<file path="config.mk">
export PLATFORM = sky130hd
export DESIGN_NAME = charram_dram_ctrl
export DESIGN_NICKNAME = d
export VERILOG_FILES = /design/src/rtl/charram_dram_ctrl.sv
export SDC_FILE = /design/constraint.sdc
export NUM_CORES = 1
export LEC_CHECK = 0
export ABC_CLOCK_PERIOD_IN_PS = 1400
export CAP_MARGIN = 20
export CORE_ASPECT_RATIO = 1.5
export CORE_MARGIN = 10
export CORE_UTILIZATION = 42
export CTS_CLUSTER_DIAMETER = 40
export CTS_CLUSTER_SIZE = 8
export DETAILED_ROUTE_END_ITERATION = 10
export PLACE_DENSITY = 0.74
export SLEW_MARGIN = 20
export SYNTH_ARGS = -nofsm -noshare
export SYNTH_HDL_FRONTEND = slang
export SYNTH_SLANG_ARGS = --single-unit
</file>
<file path="constraint.sdc">
create_clock -name i_MCLK -period 1.4 [get_ports i_MCLK]
set_input_delay 0.28 -clock i_MCLK [delete_from_list [all_inputs] [get_ports i_MCLK]]
set_output_delay 0.28 -clock i_MCLK [all_outputs]
set_load 0.005 [all_outputs]
</file>
<file path="src/rtl/charram_dram_ctrl.sv">
// Character-RAM controller for a 4416-style DRAM: registered RAS/CAS sequencing.
// Define CHARRAM_REFRESH_EN to add the periodic RAS-only refresh engine.
module charram_dram_ctrl #(
  parameter int unsigned REFRESH_INTERVAL = 128,
  parameter int unsigned PRECHARGE_CYCLES = 2
) (
  input  logic        i_MCLK,
  input  logic        i_RST_n,
  input  logic        i_REQ,
  input  logic        i_WE,
  input  logic [13:0] i_ADDR,
  input  logic [3:0]  i_DIN,
  output logic [3:0]  o_DOUT,
  output logic        o_ACK,
  output logic        o_BUSY,
  output logic [7:0]  o_DRAM_ADDR,
  output logic        o_RAS_n,
  output logic        o_CAS_n,
  output logic        o_WR_n,
  output logic        o_RD_n,
  output logic [3:0]  o_DRAM_DOUT,
  input  logic [3:0]  i_DRAM_DIN
);

  if (REFRESH_INTERVAL < 16 || REFRESH_INTERVAL > 1023) begin : g_bad_refresh_interval
    $error("REFRESH_INTERVAL out of range 16..1023");
  end
  if (PRECHARGE_CYCLES < 1 || PRECHARGE_CYCLES > 7) begin : g_bad_precharge
    $error("PRECHARGE_CYCLES out of range 1..7");
  end

`ifdef CHARRAM_REFRESH_EN
  typedef enum logic [2:0] {IDLE, ROW, COL, ACC, RDLAT, PRE, REF} state_t;
`else
  typedef enum logic [2:0] {IDLE, ROW, COL, ACC, RDLAT, PRE} state_t;
`endif

  localparam logic [2:0] PRE_LAST = 3'(PRECHARGE_CYCLES - 1);

  state_t      state, state_n;
  logic [13:0] addr_q, addr_n;
  logic        we_q, we_n;
  logic [3:0]  din_q, din_n;
  logic [2:0]  pre_cnt_q, pre_cnt_n;

  logic [3:0]  dout_n, dram_dout_n;
  logic [7:0]  dram_addr_n;
  logic        ack_n, busy_n, ras_n_n, cas_n_n, wr_n_n, rd_n_n;

`ifdef CHARRAM_REFRESH_EN
  localparam logic [9:0] TIMER_LAST = 10'(REFRESH_INTERVAL - 1);
  logic [9:0] timer_q, timer_n;
  logic       pending_q, pending_n;
  logic [7:0] ref_row_q, ref_row_n;
  logic       ref_cnt_q, ref_cnt_n;
`endif

  // Outputs are computed from the next state so every strobe comes straight off a flop.
  always_comb begin
    state_n   = state;
    addr_n    = addr_q;
    we_n      = we_q;
    din_n     = din_q;
    pre_cnt_n = pre_cnt_q;
    ack_n     = 1'b0;
    dout_n    = o_DOUT;
`ifdef CHARRAM_REFRESH_EN
    pending_n = pending_q;
    ref_row_n = ref_row_q;
    ref_cnt_n = ref_cnt_q;
    timer_n   = (timer_q == TIMER_LAST) ? '0 : timer_q + 10'd1;
`endif

    case (state)
      IDLE: begin
`ifdef CHARRAM_REFRESH_EN
        if (pending_q) begin
          state_n   = REF;
          pending_n = 1'b0;
          ref_cnt_n = 1'b0;
        end else
`endif
        if (i_REQ) begin
          addr_n  = i_ADDR;
          we_n    = i_WE;
          din_n   = i_DIN;
          state_n = ROW;
        end
      end
      ROW: state_n = COL;
      COL: state_n = ACC;
      ACC: begin
        if (we_q) begin
          state_n   = PRE;
          pre_cnt_n = PRE_LAST;
          ack_n     = 1'b1;
        end else begin
          state_n = RDLAT;
        end
      end
      RDLAT: begin
        state_n   = PRE;
        pre_cnt_n = PRE_LAST;
        ack_n     = 1'b1;
        dout_n    = i_DRAM_DIN;
      end
      PRE: begin
        if (pre_cnt_q == '0) state_n = IDLE;
        else                 pre_cnt_n = pre_cnt_q - 3'd1;
      end
`ifdef CHARRAM_REFRESH_EN
      REF: begin
        if (ref_cnt_q) begin
          state_n   = PRE;
          pre_cnt_n = PRE_LAST;
          ref_row_n = ref_row_q + 8'd1;
        end else begin
          ref_cnt_n = 1'b1;
        end
      end
`endif
      default: state_n = IDLE;
    endcase

`ifdef CHARRAM_REFRESH_EN
    // A wrap coinciding with REF entry re-arms pending rather than being lost.
    if (timer_q == TIMER_LAST) pending_n = 1'b1;
`endif

    ras_n_n     = 1'b1;
    cas_n_n     = 1'b1;
    wr_n_n      = 1'b1;
    rd_n_n      = 1'b1;
    dram_addr_n = o_DRAM_ADDR;
    dram_dout_n = o_DRAM_DOUT;
    busy_n      = (state_n != IDLE);

    case (state_n)
      ROW: begin
        ras_n_n     = 1'b0;
        dram_addr_n = addr_n[7:0];
      end
      COL: begin
        ras_n_n     = 1'b0;
        cas_n_n     = 1'b0;
        dram_addr_n = {1'b0, addr_n[13:8], 1'b0};
      end
      ACC: begin
        ras_n_n = 1'b0;
        cas_n_n = 1'b0;
        if (we_n) begin
          wr_n_n      = 1'b0;
          dram_dout_n = din_n;
        end else begin
          rd_n_n = 1'b0;
        end
      end
      RDLAT: begin
        ras_n_n = 1'b0;
        cas_n_n = 1'b0;
      end
`ifdef CHARRAM_REFRESH_EN
      REF: begin
        ras_n_n     = 1'b0;
        dram_addr_n = ref_row_q;
      end
`endif
      default: ;
    endcase
  end

  always_ff @(posedge i_MCLK or negedge i_RST_n) begin
    if (!i_RST_n) begin
      state       <= IDLE;
      addr_q      <= '0;
      we_q        <= 1'b0;
      din_q       <= '0;
      pre_cnt_q   <= '0;
      o_DOUT      <= '0;
      o_ACK       <= 1'b0;
      o_BUSY      <= 1'b0;
      o_DRAM_ADDR <= '0;
      o_DRAM_DOUT <= '0;
      o_RAS_n     <= 1'b1;
      o_CAS_n     <= 1'b1;
      o_WR_n      <= 1'b1;
      o_RD_n      <= 1'b1;
    end else begin
      state       <= state_n;
      addr_q      <= addr_n;
      we_q        <= we_n;
      din_q       <= din_n;
      pre_cnt_q   <= pre_cnt_n;
      o_DOUT      <= dout_n;
      o_ACK       <= ack_n;
      o_BUSY      <= busy_n;
      o_DRAM_ADDR <= dram_addr_n;
      o_DRAM_DOUT <= dram_dout_n;
      o_RAS_n     <= ras_n_n;
      o_CAS_n     <= cas_n_n;
      o_WR_n      <= wr_n_n;
      o_RD_n      <= rd_n_n;
    end
  end

`ifdef CHARRAM_REFRESH_EN
  always_ff @(posedge i_MCLK or negedge i_RST_n) begin
    if (!i_RST_n) begin
      timer_q   <= '0;
      pending_q <= 1'b0;
      ref_row_q <= '0;
      ref_cnt_q <= 1'b0;
    end else begin
      timer_q   <= timer_n;
      pending_q <= pending_n;
      ref_row_q <= ref_row_n;
      ref_cnt_q <= ref_cnt_n;
    end
  end
`endif

endmodule

</file>
==> impl.org <==
** Run status
- Outcome :: complete, but fails checks
- Violated checks :: setup timing

** Power and ir drop
- Pwr per Cell Area :: 2230 mW/mm²
- Leak Pwr :: 1.19 nW
- IR Drop Worst-Case VDD :: 1.62 mV

** Global route
- Number of global-route vias before repair :: 1599
- Antenna violations before repair :: 0
- The first global-routing pass estimated 7790 µm of wire.
- Maximum number of pins on one net before global-route repair :: 26
- GRT overflow :: 0
- For this run, the total global-route usage over all layers was measured as 13.3%.

** Route
- Via count of the routed design :: 1411
- For this run, design rule violations remaining after detail routing come to 0.
- Vias per Instance :: 5.34
- The first TritonRoute pass finished after 4 iterations.
- Routed Wire Length :: 4710 µm
- The detail route stage leaves a number of antenna-violating nets equal to 0.
- The detailed router finished its first iteration with 79 violations.
- Routed length per placed instance :: 17.9 µm

** Clock network
- TritonCTS clock tree :: built
- Clock Latency Late Sink :: 0.28 ns
- Counting the buffers created by CTS gives 5.
- Counting every sink on the clock net gives 39.
- Clock tree buffer depth :: 2
- The tree is rooted in a clkbuf_8.
- Level count of the clock H-tree :: 2
- Clock transition at the registers of the reported paths :: 0.07 ns

** Placement
- Global placer's final weighted congestion :: 0.773
- Placed cell count :: 242
- Pre-CTS setup slack :: -0.504 ns
- Placed cell areas :: 0.00237 mm²
- DP HPWL :: 3450 µm
- Count of buffers from port buffering :: 47

** Logic synthesis
- Sequential elements use 56.7% of the synthesized area.
- Synthesis inferred 39 register bits.
- Counting every instance in the synthesized netlist gives 144.
- Number of distinct library cells after synthesis :: 32
- Netlist area before placement :: 0.00173 mm²
- Number of enable flip-flop cells after synthesis :: 0
- The most used flip-flop cell after synthesis is dfrtp_1.
- For this run, the number of Yosys warnings is 0.
- Synthesized netlist net count :: 172
- Synthesized area divided by synthesized cell count :: 12.0 µm²
- Ys async rst share :: 100%

** Hold path
- In this run the worst hold path is classified as in -> async.

** Layout
- In the layout the commonest cells are 35 x dfrtp_1, 26 x buf_4, 24 x clkdlybuf4s50_1, 21 x dlygate4sd2_1, 14 x mux2_4.
- Leaving out fill and tap cells, the most frequent cell in the layout is dfrtp_1.
- Once layout is complete, the cells apart from fillers number 264.
- Total area of sequential cells :: 981 µm²
- Post-layout instance area :: 0.00265 mm²
- Fill cells in the final layout number 325.
- The net count of the finished layout is 246.
- The area growth from synthesis to layout is 53.0%.
- The multi-input combinational cells in the finished layout cover a total of 778 µm².
- Cells with a size suffix above 1 make up 33.3% of the layout.
- The number of antenna diodes in the final layout is 0.

** Timing
- Maximum operating frequency :: 0.633 GHz
- Setup repair after global routing could not meet its margin everywhere.
- Setup violations remaining at the end of the flow were counted as 10.
- Endpoints failing hold :: 0
- Final Max Slew Viols :: 0
- Hold Worst Slack :: 0.502 ns
- Adding up every negative setup slack in the final design gives -0.998 ns.
- Smallest setup slack after layout :: -0.180 ns
- The smallest clock period supported by the final layout is computed as 1.58 ns.
- Slew at the pin with the worst max-slew slack :: 0.532 ns
- The worst path uses 113% of the clock period.
- Remaining max-slew budget at the tightest pin :: 64.6%
- For the final database, setup skew stands at 0.00635 ns.

** Die
- The initialized floorplan defines 28 standard-cell rows.
- Io pins :: 48
- Effective utilization at floorplan :: 43.7%
- Vertical die dimension :: 98.6 µm
- The total area inside the core boundary comes to 0.00396 mm².
- Die Area :: 0.00714 mm²
- The floorplan step set the die width to 72.4 µm.

** Setup path
- Category of the most critical setup path :: reg -> reg
- The worst setup path is captured at a flip-flop.
- STA puts the critical path data required time at 1.57 ns.
- Data arrival time of the worst path :: 1.75 ns
- The worst setup path is launched from a flip-flop.
- Maximum net fanout on the critical path :: 3

** Run
- Number of maximum-capacitance violations :: 0
[logic make-up (layout without fill, tap and decap cells)]
kind of cell	count (synthesis)	after routing	synth area share, %
AO/OA/AOI/OAI	40	40	14.5
flip-flops	39	39	56.7
AND/OR/NAND/NOR	26	26	9.18
multiplexers	19	19	13.2
buffers and inverters	17	92	4.48
adder cells (fa/ha/maj)	2	2	1.45
XOR/XNOR	1	1	0.506
[area by class of cell]
type | count | share of cell area [%]
Sequential cell | 39 | 37.1
Multi-Input combinational cell | 88 | 29.4
Timing Repair Buffer | 77 | 26.0
Clock buffer | 6 | 3.12
Tap cell | 45 | 2.13
Clock inverter | 2 | 1.32
Inverter | 7 | 0.992
[power by group]
part           total (mW)  leakage, nW  switching (mW)  internal, mW
clock               0.948       0.0612           0.371         0.576
sequential           2.03        0.466           0.323          1.71
combinational        2.93        0.665            1.24          1.68
[final timing paths]
path,start,to,slack [ns],depth (start not counted)
max in group asynchronous,i_RST_n,din_q[2]$_DFF_PN0_,0.38,3
hold / removal,i_RST_n,o_DRAM_ADDR[2]$_DFFE_PN0P_,0.50,2
setup reg to reg,state[2]$_DFF_PN0_,o_DRAM_DOUT[3]$_DFFE_PN0P_,-0.18,4
setup / recovery,state[2]$_DFF_PN0_,o_DRAM_DOUT[3]$_DFFE_PN0P_,-0.18,4
hold reg to reg,din_q[0]$_DFF_PN0_,din_q[0]$_DFF_PN0_,0.51,1
min in group i_MCLK,din_q[0]$_DFF_PN0_,din_q[0]$_DFF_PN0_,0.51,1
[metrics by stage]
stage               total power, mW  util [%]
floorplan                      3.42         -
global placement               4.55      59.9
detailed placement             4.68      59.9
CTS                            5.79      65.6
global route                   6.34      66.9
finish                         5.90      66.9
[cell usage after synthesis, types with 3 or more instances]
| library cell | instances | area, µm² |
|---|---|---|
| nor2b_1 | 9 | 56.3 |
| dfstp_2 | 4 | 105 |
| a22oi_1 | 6 | 45.0 |
| mux2_2 | 15 | 169 |
| dfrtp_1 | 35 | 876 |
| a31oi_1 | 10 | 62.6 |
| o21ai_0 | 13 | 65.1 |
| a21oi_1 | 3 | 15.0 |
| nand2_1 | 3 | 11.3 |
| inv_1 | 7 | 26.3 |
| clkbuf_1 | 6 | 22.5 |
| mux2_4 | 4 | 60.1 |
| nor2_1 | 4 | 15.0 |
[critical path: stages, from the launching register on]
cell and delay, ns:
dfrtp_1 0.41, nor4b_4 0.31, buf_4 0.19, mux2_4 0.31, mux2_4 0.25
[timing repair]
action / 4_1_cts / 5_1_grt
setup endpoints to repair: 44 / 26
gates resized for setup: 30 / 14
buffers inserted: 12 / 2
hold endpoints to repair: 19 / 0
pin swaps: 0 / 3
hold buffers: 1 / 0
gates cloned: 0 / 0
[state kept, by name, summed over array words and instances (netlist names)]
register and cells:
o_RD_n 1, o_DOUT 4, state 3, we_q 1
o_RAS_n 1, din_q 4, pre_cnt_q 3, o_ACK 1
o_WR_n 1, o_DRAM_DOUT 4, o_CAS_n 1, addr_q 6
o_BUSY 1, o_DRAM_ADDR 8
[layer usage]
metal,wire (µm),up-vias,global-route usage (%)
li1,-,662,-
met1,1730,692,13.9
met2,2530,50,23.2
met3,377,7,5.32
met4,75,0,4.40
met5,0,-,0
No activity file was read; power rests on OpenSTA's default activity.
